File: src/rtl/minibyte_bus_pkg.sv
`default_nettype none
// ============================================================================
//  Module   : minibyte_bus_pkg
//  Purpose  : Shared types and helpers for the Minibyte bus controller.
//             Holds the access-sequencer state encoding, the device-index
//             width helper and the value returned for unmapped reads.
//  Revision : 1.0  initial release
// ============================================================================
package minibyte_bus_pkg;

  // Access sequencer states. TURN exists only when turnaround is compiled in.
  typedef enum logic [1:0] {
    IDLE   = 2'd0,
    ACCESS = 2'd1,
    DONE   = 2'd2,
    TURN   = 2'd3
  } bus_state_e;

  // Width of the device index carved from the top address bits.
  function automatic int dev_w_f(input int num_dev);
    dev_w_f = (num_dev < 2) ? 1 : $clog2(num_dev);
  endfunction

  // Read data returned when the index decodes to no device.
  localparam int UNMAPPED_RDATA = 0;

endpackage
`default_nettype wire

File: src/rtl/minibyte_wait_counter.sv
`default_nettype none
// ============================================================================
//  Module   : minibyte_wait_counter
//  Purpose  : Wait-state down-counter. Loads a per-device wait count, counts
//             down one per decrement request and saturates at zero.
//  Revision : 1.0  initial release
// ============================================================================
module minibyte_wait_counter #(
  parameter int WAIT_W = 3
) (
  input  logic              clk_in,
  input  logic              rst_in,
  input  logic              load_in,
  input  logic [WAIT_W-1:0] load_val_in,
  input  logic              dec_in,
  output logic              zero_out
);

  logic [WAIT_W-1:0] cnt_q;

  // Load has priority; decrement stops at zero so the count never wraps.
  always_ff @(posedge clk_in or posedge rst_in) begin
    if (rst_in) begin
      cnt_q <= '0;
    end else if (load_in) begin
      cnt_q <= load_val_in;
    end else if (dec_in && (cnt_q != '0)) begin
      cnt_q <= cnt_q - 1'b1;
    end
  end

  assign zero_out = (cnt_q == '0);

endmodule
`default_nettype wire

File: src/rtl/minibyte_bus_ctrl.sv
`default_nettype none
// ============================================================================
//  Module   : minibyte_bus_ctrl
//  Purpose  : Minibyte CPU memory/IO bus controller. Decodes each access to
//             one of NUM_DEV devices by upper address bits, inserts that
//             device's wait states, drives the bus and returns registered
//             read data with a one-cycle ready pulse.
//  Options  : MINIBYTE_BUS_TURNAROUND_EN - adds a dead TURN cycle after
//             every write so the data pads are released before the next
//             access.
//  Revision : 1.0  initial release
// ============================================================================
module minibyte_bus_ctrl
  import minibyte_bus_pkg::*;
#(
  parameter int ADDR_W  = 7,
  parameter int DATA_W  = 8,
  parameter int NUM_DEV = 4,
  parameter int WAIT_W  = 3
) (
  input  logic                        clk_in,
  input  logic                        rst_in,
  input  logic                        cpu_req_in,
  input  logic                        cpu_we_in,
  input  logic [ADDR_W-1:0]           cpu_addr_in,
  input  logic [DATA_W-1:0]           cpu_wdata_in,
  output logic [DATA_W-1:0]           cpu_rdata_out,
  output logic                        cpu_ready_out,
  input  logic [NUM_DEV*WAIT_W-1:0]   wait_cfg_in,
  input  logic [NUM_DEV*DATA_W-1:0]   dev_rdata_in,
  output logic [NUM_DEV-1:0]          dev_sel_out,
  output logic [ADDR_W-1:0]           bus_addr_out,
  output logic [DATA_W-1:0]           bus_wdata_out,
  output logic                        bus_we_out,
  output logic [DATA_W-1:0]           bus_oe_out
);

  localparam int DEV_W = dev_w_f(NUM_DEV);

  bus_state_e        state_q, state_d;
  logic [ADDR_W-1:0] addr_q;
  logic [DATA_W-1:0] wdata_q;
  logic [DATA_W-1:0] rdata_q;
  logic              we_q;
  logic [DEV_W-1:0]  idx_q;
  logic              mapped_q;

  logic [DEV_W-1:0]  idx_w;
  logic              mapped_w;
  logic [WAIT_W-1:0] load_val_w;
  logic              load_w;
  logic              dec_w;
  logic              cnt_zero_w;
  logic [NUM_DEV-1:0] onehot_w;
  logic [NUM_DEV-1:0] sel_w;
  logic              bus_we_w;
  logic              oe_w;
  logic              ready_w;

  logic [WAIT_W-1:0] wait_arr_w  [NUM_DEV];
  logic [DATA_W-1:0] rdata_arr_w [NUM_DEV];

  assign idx_w = cpu_addr_in[ADDR_W-1 -: DEV_W];

  // A power-of-two device count decodes every index; otherwise the top
  // indices are unmapped.
  generate
    if ((1 << DEV_W) == NUM_DEV) begin : g_full_map
      assign mapped_w = 1'b1;
    end else begin : g_part_map
      assign mapped_w = ({1'b0, idx_w} < (DEV_W + 1)'(NUM_DEV));
    end
  endgenerate

  generate
    for (genvar d = 0; d < NUM_DEV; d++) begin : g_dev
      assign wait_arr_w[d]  = wait_cfg_in[d*WAIT_W +: WAIT_W];
      assign rdata_arr_w[d] = dev_rdata_in[d*DATA_W +: DATA_W];
    end
  endgenerate

  // Unmapped accesses complete with zero wait states.
  assign load_val_w = mapped_w ? wait_arr_w[idx_w] : '0;
  assign onehot_w   = NUM_DEV'(1) << idx_q;

  minibyte_wait_counter #(
    .WAIT_W (WAIT_W)
  ) u_wait_counter (
    .clk_in      (clk_in),
    .rst_in      (rst_in),
    .load_in     (load_w),
    .load_val_in (load_val_w),
    .dec_in      (dec_w),
    .zero_out    (cnt_zero_w)
  );

  // Sequencer state register.
  always_ff @(posedge clk_in or posedge rst_in) begin
    if (rst_in) begin
      state_q <= IDLE;
    end else begin
      state_q <= state_d;
    end
  end

  // Latch the access attributes when a request is accepted in IDLE.
  always_ff @(posedge clk_in or posedge rst_in) begin
    if (rst_in) begin
      addr_q   <= '0;
      wdata_q  <= '0;
      we_q     <= 1'b0;
      idx_q    <= '0;
      mapped_q <= 1'b0;
    end else if (load_w) begin
      addr_q   <= cpu_addr_in;
      wdata_q  <= cpu_wdata_in;
      we_q     <= cpu_we_in;
      idx_q    <= idx_w;
      mapped_q <= mapped_w;
    end
  end

  // Read data is captured on the edge that enters DONE, so it is already
  // valid during the ready cycle and holds until the next read completes.
  always_ff @(posedge clk_in or posedge rst_in) begin
    if (rst_in) begin
      rdata_q <= '0;
    end else if ((state_q == ACCESS) && cnt_zero_w && !we_q) begin
      rdata_q <= mapped_q ? rdata_arr_w[idx_q] : DATA_W'(UNMAPPED_RDATA);
    end
  end

  // Next-state and bus-control decode.
  always_comb begin
    state_d  = state_q;
    load_w   = 1'b0;
    dec_w    = 1'b0;
    sel_w    = '0;
    bus_we_w = 1'b0;
    oe_w     = 1'b0;
    ready_w  = 1'b0;
    case (state_q)
      IDLE: begin
        if (cpu_req_in) begin
          load_w  = 1'b1;
          state_d = ACCESS;
        end
      end
      ACCESS: begin
        sel_w    = mapped_q ? onehot_w : '0;
        bus_we_w = we_q && mapped_q;
        oe_w     = we_q && mapped_q;
        if (cnt_zero_w) begin
          state_d = DONE;
        end else begin
          dec_w = 1'b1;
        end
      end
      DONE: begin
        // Select and output enables stay up so the device drives (read)
        // or the pads keep holding data (write) through the ready cycle.
        sel_w   = mapped_q ? onehot_w : '0;
        oe_w    = we_q && mapped_q;
        ready_w = 1'b1;
`ifdef MINIBYTE_BUS_TURNAROUND_EN
        state_d = we_q ? TURN : IDLE;
`else
        state_d = IDLE;
`endif
      end
`ifdef MINIBYTE_BUS_TURNAROUND_EN
      TURN: begin
        state_d = IDLE;
      end
`endif
      default: begin
        state_d = IDLE;
      end
    endcase
  end

  assign dev_sel_out   = sel_w;
  assign bus_we_out    = bus_we_w;
  assign bus_oe_out    = {DATA_W{oe_w}};
  assign cpu_ready_out = ready_w;
  assign cpu_rdata_out = rdata_q;
  assign bus_addr_out  = addr_q;
  assign bus_wdata_out = wdata_q;

endmodule
`default_nettype wire

File: config.mk
export PLATFORM = sky130hd
export DESIGN_NAME = minibyte_bus_ctrl
export DESIGN_NICKNAME = d
export VERILOG_FILES = /design/src/rtl/minibyte_bus_pkg.sv /design/src/rtl/minibyte_wait_counter.sv /design/src/rtl/minibyte_bus_ctrl.sv
export SDC_FILE = /design/constraint.sdc
export NUM_CORES = 1
export LEC_CHECK = 0
export CAP_MARGIN = 10
export CORE_MARGIN = 2
export CORE_UTILIZATION = 35
export CTS_BUF_LIST = sky130_fd_sc_hd__clkbuf_2
export DETAILED_ROUTE_END_ITERATION = 10
export GPL_TIMING_DRIVEN = 0
export PLACE_DENSITY = 0.84
export SYNTH_ARGS = -nofsm -noshare
export SYNTH_HDL_FRONTEND = slang
export SYNTH_SLANG_ARGS = --single-unit
File: constraint.sdc
create_clock -name clk_in -period 1.8 [get_ports clk_in]
set_clock_uncertainty 0.1 [all_clocks]
set_input_delay 0.54 -clock clk_in [delete_from_list [all_inputs] [get_ports clk_in]]
set_output_delay 0.54 -clock clk_in [all_outputs]
set_load 0.02 [all_outputs]
# Word level (Yosys, flattened, before mapping)

Cells that the tools add are included.

Add/sub/neg operators: 1
Multiply operators: 0
Divide/modulo/power cells: 0
Order comparisons: 2
Equal/unequal tests: 4
Shift-type cells: 1
Multiplexer cells: 21
Bitwise gates (word level): 2
Reduce and logical (&&, ||, !) cells: 11

Operators by type and width:

| operator              | number |
|---|---|
| $mux W8               | 3 |
| $bmux W8 S2           | 1 |
| $mux W3               | 4 |
| $mux W4               | 2 |
| $mux W1               | 7 |
| $bmux W3 S2           | 1 |
| $ge A3 B3 Y1 const B  | 2 |
| $not A2 Y3            | 2 |
| $logic_and A1 B1 Y1   | 4 |
| $mux W2               | 2 |
| $ne A2 B2 Y1 const B  | 2 |
| $pmux W2 S2           | 1 |
| $shl A1 B2 Y4 const A | 1 |
| $logic_not A3 Y1      | 1 |
| $reduce_bool A3 Y1    | 1 |
| $sub A3 B1 Y3 const B | 1 |
| $eq A2 B1 Y1 const B  | 1 |
| $eq A2 B2 Y1 const B  | 1 |
| $logic_not A2 Y1      | 1 |
| $reduce_and A2 Y1     | 1 |
| $reduce_bool A2 Y1    | 1 |
| $reduce_or A2 Y1      | 1 |
| $logic_not A1 Y1      | 1 |

Bits in registers: 32
Latch bits: 0
RAM bits: 0
Memory bits (read-only): 0
Input bits: 63
Output and inout bits: 37
Word-level logic and storage cells: 50
Memories: 0

# Depth between registers and ports, before layout

Gate-level depths: netlist of run 1.

Depth after elaboration: 6
Depth in mapped cells: 6
Depth with buffers taken out: 5

# Hierarchy

Synthesis of run 1 repeated with hierarchy kept, for this count alone.

Cells, all modules: 122
Area, all modules: 1644.1 µm²

By module, submodules not included:

| module                | instances | cells each | area each (µm²) | seq. area each (µm²) |
|---|---|---|---|---|
| minibyte_bus_ctrl     | 1         | 102        | 1432.6          | 675.6 |
| minibyte_wait_counter | 1         | 20         | 211.5           | 75.1 |

# Least setup slack after synthesis of run 1

Ideal clock, no wire load.

Path kind: reg-to-output
From: register, netlist name bus_addr_out[6]
To: output port dev_sel_out[2]
Data arrival time: 1.394 ns
Data required time: 1.160 ns
Slack: -0.234 ns
Stages on the path, launching flop included: 4
Buffers on the path: 1
Path through: dfrtp_1 > clkbuf_1 > inv_1 > nor3_1

RTL lines:

| what      | line                    | text |
|---|---|---|
| to (decl) | minibyte_bus_ctrl.sv:31 | `output logic [NUM_DEV-1:0] dev_sel_out,` |

# Final worst setup path of run 1

From: register state_q[1]
To: output port bus_oe_out[2]

Cells in the longest elaborated chain, start to end: 3
Elaborated cells on any way between the ends: 4
Those cells by class: 2 x eq/ne; 1 x mux; 1 x reduce/logical

Ends and longest elaborated chain:

| what                                         | line                     | text |
|---|---|---|
| from (decl)                                  | minibyte_bus_ctrl.sv:40  | `bus_state_e state_q, state_d;` |
| from (signal assigned)                       | minibyte_bus_ctrl.sv:102 | `state_q <= state_d;` |
| $eq A2 B1 Y1 or $eq A2 B2 Y1 (tied branches) | minibyte_bus_ctrl.sv:142 | `case (state_q)` |
| $reduce_or A2 Y1 (no line) (*)               | -                        |  |
| $mux W1 (*)                                  | -                        |  |
| to (decl)                                    | minibyte_bus_ctrl.sv:35  | `output logic [DATA_W-1:0] bus_oe_out` |

Every way passes the cells marked *; elsewhere a longest branch is shown, timed or not.

==> flow_summary.yaml, run 1 <==
status:
  status: "complete, but fails checks"
  violated_checks: "setup timing"
timing:
  max-slew-margin-rel_pct: 56.7
  final.setup.tns_ns: -4.61
  grt_setup_unrepaired: "yes"
  maxClockFrequency_mhz: 459
  worst_pin_slew_ns: 0.649
  post-route-worst-setup-slack_ns: -0.379
  setup_viol: 14
  final-hold-violation-count: 0
  period_share_pct: 121
  timing_max_transition_violations_final: 0
  finalWorstPathRequiredPeriod_ns: 2.18
worst_setup_path:
  crit_chain: "inv_2, ha_4, and3_4, buf_4, buf_6"
  critPathCaptureType: "output pin"
  criticalPathCategory: "flip-flop to output pin"
  required_ns: 1.16
  path_max_fanout: 8
  start_kind: "flip-flop"
  slowest_delay_ns: 0.39
  worst_endpoint_data_arrival_time_ns: 1.54
  critical_path.slowest_cell: "sky130_fd_sc_hd__dfrtp_1"
floorplanning:
  floorplan.die_area_um2: 5280
  effective_utilization_at_floorplan_pct: 37.1
  boundaryPins: 100
  die_w_um: 72.7
  fp.coreArea_um2: 4440
  chipHeight_um: 72.7
  placement_rows: 24
clock_network:
  number_of_levels_in_the_clock_h_tree: 2
  cts_root_buf: "sky130_fd_sc_hd__clkbuf_2"
  worstSkewPairLatency_ns: 0.35
  cts-buffers-inserted: 5
  clock_sink_count: 30
  worst_setup_hold_path_clk_slew_ns: 0.16
  ctsLongestPathBuffers: 2
  cts-hold-fix-buffers: 0
  cts_tree: "done"
routing:
  final_antenna_net_count: 0
  route.detailed.wl_per_inst_um: 14.9
  detail_route.drc_violations: 0
  num_vias: 1457
  dr.first_iter.drc_count: 75
  avgViaCountPerCell: 4.87
  firstDrtPassIters: 4
  finalWirelength_um: 4460
pwr:
  total_leakage_power_nw: 1.33
  p_per_area_nw_per_um2: 1560
  power.ir.vdd_worst_uv: 643
finish:
  multi_input_comb_area_um2: 832
  area_growth_syn_to_layout_pct: 76.3
  num-fill-cells: 352
  ff_latch_area_um2: 751
  finalNetCount: 317
  drive_gt1_share_pct: 33.2
  antenna_cells: 0
synthesis:
  synth.cell_area_um2: 1650
  cell_variety_after_synth: 28
  synth_top_cell_by_area: "sky130_fd_sc_hd__dfrtp_1"
  synth.top_cells.by_area: "sky130_fd_sc_hd__dfrtp_1 (45%), sky130_fd_sc_hd__mux2_2 (11%), sky130_fd_sc_hd__mux4_2 (11%), sky130_fd_sc_hd__ha_1 (5.3%), sky130_fd_sc_hd__a22o_1 (4.2%)"
  post_synthesis_average_cell_area_um2: 12.8
  ys_ff_latch: 30
  synth_sequential_area_ratio_pct: 45.5
  synthesis.nets: 199
  yosysTopAreaCellShare_pct: 45.5
  ys_warn_count: 0
  synthesized_instance_count: 129
global_route:
  overflow: 0
  largest_net_degree_at_the_start_of_global_routing: 31
  grtUsageTotal_pct: 17.3
  first_global_vias: 1497
  antenna_violations_before_repair: 0
  grt_first_pass_wirelength_um: 6990
min_path:
  hold_path.class: "flip-flop to flip-flop"
placement:
  preCtsSetupSlack_ns: -0.588
  post-dp-hpwl_um: 3360
  port_buffers: 99
  gp_congestion: 0.786
run:
  max_cap_viol_count: 0
[routing by layer]
layer / track usage [%] / part of all wire (%)
met3: 3.73 / 5.9
met5: 0 / 0
met1: 19.5 / 38
met4: 6.17 / 0.76
met2: 31.7 / 56
[worst max-delay path: cells and delay by family, from the launching register on]
family,cells,cell delay (ns)
AND/OR/NAND/NOR,1,0.23
buffers and inverters,3,0.28
adder cells (fa/ha/maj),1,0.27
flip-flops,1,0.39
[logic make-up (layout without fill, tap and decap cells)]
logic type	after synthesis	in the layout	share of synthesized area (%)
compound gates	16	16	7.58
fa+ha+maj	7	7	5.31
buf+inv	21	139	7.20
flops	30	30	45.5
mux	28	28	26.2
simple gates	27	27	8.19
[registers in the layout, summed over array words and instances (netlist names)]
signal / flops
bus_wdata_out: 8
cpu_rdata_out: 8
bus_addr_out: 7
u_wait_counter.cnt_q: 3
state_q: 2
mapped_q: 1
we_q: 1
[synthesized netlist by cell type]
| library cell | instances |
|---|---|
| sky130_fd_sc_hd__nand4bb_1 | 1 |
| sky130_fd_sc_hd__dfrtp_1 | 30 |
| sky130_fd_sc_hd__a31oi_1 | 1 |
| sky130_fd_sc_hd__o31a_1 | 1 |
| sky130_fd_sc_hd__nor2_1 | 6 |
| sky130_fd_sc_hd__nand3_1 | 3 |
| sky130_fd_sc_hd__mux2_2 | 16 |
| sky130_fd_sc_hd__buf_6 | 1 |
| sky130_fd_sc_hd__mux2i_1 | 2 |
| sky130_fd_sc_hd__o32ai_1 | 1 |
| sky130_fd_sc_hd__a22o_1 | 8 |
| sky130_fd_sc_hd__o21ai_0 | 1 |
| sky130_fd_sc_hd__nand2b_1 | 1 |
| sky130_fd_sc_hd__inv_1 | 8 |
| sky130_fd_sc_hd__nor3_1 | 2 |
| sky130_fd_sc_hd__mux4_2 | 8 |
| sky130_fd_sc_hd__nor2_2 | 1 |
| sky130_fd_sc_hd__a21oi_1 | 2 |
| sky130_fd_sc_hd__and3_1 | 2 |
| sky130_fd_sc_hd__a211oi_1 | 1 |
| sky130_fd_sc_hd__nand2_1 | 7 |
| sky130_fd_sc_hd__buf_4 | 8 |
| sky130_fd_sc_hd__ha_1 | 7 |
| sky130_fd_sc_hd__nor2b_1 | 4 |
| sky130_fd_sc_hd__buf_2 | 2 |
| sky130_fd_sc_hd__clkbuf_1 | 2 |
| sky130_fd_sc_hd__a2111oi_0 | 1 |
| sky130_fd_sc_hd__mux4_1 | 2 |
[worst paths after layout]
kind,start,endpoint,slack [ns],cells after the start
setup / recovery,state_q[1],bus_oe_out[2],-0.38,5
hold / removal,bus_wdata_out[5],bus_wdata_out[5],0.41,1
max in group asynchronous,rst_in,bus_wdata_out[0],0.63,3
setup reg to reg,state_q[1],cpu_rdata_out[1],0.08,8
hold reg to reg,bus_wdata_out[5],bus_wdata_out[5],0.41,1
min in group asynchronous,rst_in,mapped_q,0.45,2
[timing repair]
item	4_1_cts	5_1_grt
buffers inserted	8	3
pin swaps	0	2
resized for setup	118	10
setup endpoints to repair	48	26
[power breakdown]
| group | switching (mW) | internal, mW |
|---|---|---|
| logic | 1.43 | 1.66 |
| clock network | 0.233 | 0.0843 |
| registers | 0.167 | 0.979 |
[area by class of cell]
type	count	share of cell area [%]
buffer	13	3.78
multi-input combinational	78	28.6
tap	52	2.24
timing repair buffer	111	37.3
clock inverter	2	0.344
inverter	8	1.03
sequential	30	25.8
clock buffer	5	0.860
[per-stage QoR]
stage / instances / util [%] / cell area (µm²) / power [mW] / hold slack (ns)
2_1_floorplan: 129 / - / 1670 / 2.93 / 0.410
3_3_place_gp: 280 / 61.3 / 2720 / 4.04 / 0.386
3_5_place_dp: 280 / 61.3 / 2720 / 4.10 / 0.390
4_1_cts: 295 / 63.8 / 2840 / 4.51 / 0.423
5_1_grt: 299 / 65.5 / 2910 / 4.86 / 0.434
6_report: 299 / 65.5 / 2910 / 4.55 / 0.414
[placed cells by master (no fill, tap or decap), drive strengths merged, types with 3 or more instances in the layout]
cell type / n
a22o: 8
buf: 39
clkbuf: 7
clkdlybuf4s50: 62
dfrtp: 30
dlygate4sd2: 19
ha: 7
inv: 8
mux2: 16
mux4: 10
nand2: 7
nand3: 3
nor2: 7
nor2b: 4
Power figures use the tool's default switching activity.
==> run 2, diff against run 1 <==
--- a/config.mk
+++ b/config.mk
@@ -5,13 +5,14 @@
 export SDC_FILE = /design/constraint.sdc
 export NUM_CORES = 1
 export LEC_CHECK = 0
+export ABC_AREA = 1
 export CAP_MARGIN = 10
 export CORE_MARGIN = 2
-export CORE_UTILIZATION = 35
+export CORE_UTILIZATION = 36
 export CTS_BUF_LIST = sky130_fd_sc_hd__clkbuf_2
 export DETAILED_ROUTE_END_ITERATION = 10
 export GPL_TIMING_DRIVEN = 0
-export PLACE_DENSITY = 0.84
+export PLACE_DENSITY = 0.83
 export SYNTH_ARGS = -nofsm -noshare
 export SYNTH_HDL_FRONTEND = slang
 export SYNTH_SLANG_ARGS = --single-unit
==> run 2 against run 1 <==
  * The flow still finishes with violations (setup timing)
  * Largest cell class unchanged
  * Largest power group unchanged
  * Cell count rose by 51%
  * Final area rose by 10%
  * Sequential share of layout area is 2.4 points lower
  * Hold slack got worse by 0.095 ns
  * Critical path depth grew 3
  * Maximum frequency decreased by 6.5%
==> flow_summary.yaml, run 2 <==
min_path:
  hold_path.class: "input port to async pin"
pwr:
  combinationalPowerShare_pct: 71.6
  p_per_area_nw_per_um2: 1630
  sw_frac_of_total_pct: 45.7
  total_leakage_power_nw: 1.66
  power.total_mw: 5.21
  total_switching_power_mw: 2.38
  power.ir.vdd_worst_uv: 818
  clock_power_share_pct: 6.0
  p_seq_share_pct: 22.5
  power.internal_mw: 2.83
finish:
  drive_gt1_share_pct: 20.1
  fin_util_pct: 66.5
  mostFrequentLayoutCells: "sky130_fd_sc_hd__nand2_1 (127), sky130_fd_sc_hd__clkdlybuf4s50_1 (62), sky130_fd_sc_hd__nand3_1 (34)"
  final_cells: 451
  finalNetCount: 453
  mostFrequentLayoutCell: "sky130_fd_sc_hd__nand2_1"
  fin_area_um2: 3200
  area_growth_syn_to_layout_pct: 74.5
  antenna_cells: 0
  num-fill-cells: 419
floorplanning:
  chipHeight_um: 75.4
  floorplan.die_area_um2: 5690
  fp.coreArea_um2: 4820
  boundaryPins: 100
  die_w_um: 75.4
  effective_utilization_at_floorplan_pct: 38.1
  placement_rows: 25
clock_network:
  number_of_levels_in_the_clock_h_tree: 2
  cts_root_buf: "sky130_fd_sc_hd__clkbuf_2"
  cts-buffers-inserted: 5
  worstSkewPairLatency_ns: 0.33
  ctsLongestPathBuffers: 2
  cts_tree: "done"
  clock_sink_count: 30
  worst_setup_hold_path_clk_slew_ns: 0.15
routing:
  final_antenna_net_count: 0
  dr.first_iter.drc_count: 52
  route.detailed.wl_per_inst_um: 11.8
  num_vias: 2008
  firstDrtPassIters: 4
  detail_route.drc_violations: 0
  finalWirelength_um: 5330
  avgViaCountPerCell: 4.45
synthesis:
  synthesis.nets: 331
  synthesized_instance_count: 261
  post_synthesis_share_of_cell_area_spent_on_and_or_nand_and_nor_gates_pct: 41.1
  ys_ff_latch: 30
  synth_flop_cell: "sky130_fd_sc_hd__dfrtp_1"
  post_synthesis_average_cell_area_um2: 7.03
  synth.cell_area_um2: 1840
  synthAdderAreaFrac_pct: 4.77
  fraction_of_synthesis_flops_using_an_asynchronous_set_or_reset_pin_pct: 100
  yosys-mux-area-fraction_pct: 0
  yosys-top-cells-count: "sky130_fd_sc_hd__nand2_1 (128), sky130_fd_sc_hd__nand3_1 (34), sky130_fd_sc_hd__dfrtp_1 (30)"
  cell_variety_after_synth: 17
  synth_enable_flop_cells: 0
  synth_top_family_by_area: "simple AND/OR/NAND/NOR gates"
  synth_sequential_area_ratio_pct: 40.9
  ys_warn_count: 0
  synth.top_cells.by_area: "sky130_fd_sc_hd__dfrtp_1 (41%), sky130_fd_sc_hd__nand2_1 (26%), sky130_fd_sc_hd__nand3_1 (9.3%), sky130_fd_sc_hd__buf_4 (4.9%), sky130_fd_sc_hd__ha_1 (4.8%)"
  yosys.cell_count.top_type: "sky130_fd_sc_hd__nand2_1"
  yosys.area_share.xor_xnor_pct: 0
  yosysTopAreaCellShare_pct: 40.9
  synth_top_cell_by_area: "sky130_fd_sc_hd__dfrtp_1"
  synth_compound_area_share_pct: 1.64
worst_setup_path:
  slowest_delay_ns: 0.41
  start_kind: "flip-flop"
  critPathCaptureType: "output pin"
  required_ns: 1.16
  crit_buf_inv: 5
  worst_endpoint_data_arrival_time_ns: 1.69
  critical_path.slowest_cell: "sky130_fd_sc_hd__dfrtp_1"
  criticalPathCategory: "flip-flop to output pin"
  crit_chain: "inv_2, ha_4, nand2_8, nor2_4, buf_6, buf_6, buf_6, buf_6"
  cpMostUsedCell: "sky130_fd_sc_hd__buf_6"
  cpLargestDelayFamily: "buffers and inverters"
  path_max_fanout: 5
placement:
  placedInstanceArea_um2: 2930
  port_buffers: 99
  post-dp-hpwl_um: 3930
  gp_congestion: 0.823
  placed_cells: 427
timing:
  timing_max_transition_violations_final: 0
  maxClockFrequency_mhz: 429
  max-slew-margin-rel_pct: 81.4
  grt_setup_unrepaired: "yes"
  final-hold-violation-count: 0
  finalWorstPathRequiredPeriod_ns: 2.33
  final.setup.tns_ns: -5.81
  worst_pin_slew_ns: 0.279
  period_share_pct: 129
  setup_viol: 14
  post-route-worst-setup-slack_ns: -0.531
global_route:
  grt_first_pass_wirelength_um: 8290
  largest_net_degree_at_the_start_of_global_routing: 31
  antenna_violations_before_repair: 0
  overflow: 0
  grtUsageTotal_pct: 18.5
  first_global_vias: 2038
status:
  violated_checks: "setup timing"
  status: "complete, but fails checks"
run:
  max_cap_viol_count: 0
-- run 2: cell count changes in the layout (fill, tap and decap cells not counted), sizes merged, moves of 3 or more --
| cell | previous run | this run |
|---|---|---|
| nand2 | 7 | 130 |
| nand3 | 3 | 34 |
| mux2 | 16 | 0 |
| inv | 8 | 21 |
| mux4 | 10 | 0 |
| buf | 39 | 48 |
| a22o | 8 | 0 |
| nor2b | 4 | 0 |
| o21ai | 1 | 5 |
| nor2 | 7 | 10 |
| nor3 | 2 | 5 |
-- run 2: final cells by class --
class / count / area (µm²) / share of cell area, %
Tap cell: 67 / 83.8 / 2.62
Clock inverter: 2 / 8.76 / 0.273
Buffer: 15 / 138 / 4.30
Clock buffer: 6 / 30.0 / 0.938
Timing Repair Buffer: 117 / 1140 / 35.5
Inverter: 21 / 78.8 / 2.46
Sequential cell: 30 / 751 / 23.4
Multi-Input combinational cell: 193 / 977 / 30.5
-- run 2: path summary, 6_finish.rpt --
path / start / endpoint / slack (ns) / cells past startpoint
setup reg to reg: state_q[1] / cpu_rdata_out[2] / 0.21 / 7
max in group asynchronous: rst_in / cpu_rdata_out[0] / 0.86 / 3
setup / recovery: state_q[1] / bus_oe_out[3] / -0.53 / 8
hold reg to reg: bus_addr_out[3] / bus_addr_out[3] / 0.39 / 2
min in group clk_in: bus_addr_out[3] / bus_addr_out[3] / 0.39 / 2
hold / removal: rst_in / cpu_rdata_out[6] / 0.32 / 2
-- run 2: kinds of logic after synthesis --
logic type	Yosys count
AO/OA/AOI/OAI	6
AND/OR/NAND/NOR	180
flip-flops	30
adder cells (fa/ha/maj)	7
buffers and inverters	38
-- run 2: repair_timing --
item	4_1_cts	5_1_grt
gates resized for setup	124	12
endpoints found under the setup margin	37	15
setup buffers	12	8
pin swaps	4	3
hold buffers	0	0
-- run 2: power by group through the flow --
stage	Sequential (mW)	Clock (mW)	Combinational, mW
2_1_floorplan	1.48	0	1.65
3_3_place_gp	1.19	0	3.14
3_5_place_dp	1.20	0	3.21
4_1_cts	1.17	0.318	3.44
5_1_grt	1.21	0.351	4.07
6_report	1.17	0.311	3.73
-- run 2: metal layers --
metal	vias up	wire, µm	global-route usage [%]
met1	887	2110	19.9
li1	1045	-	-
met4	0	38	5.46
met5	-	0	0
met2	71	2770	35.5
met3	5	411	4.63
-- run 2: through the flow --
step	setup slack, ns	hold slack, ns
floorplan	-0.145	0.376
global placement	-0.741	0.363
CTS	-0.531	0.398
detailed placement	-0.795	0.364
finish	-0.531	0.320
global route	-0.622	0.297
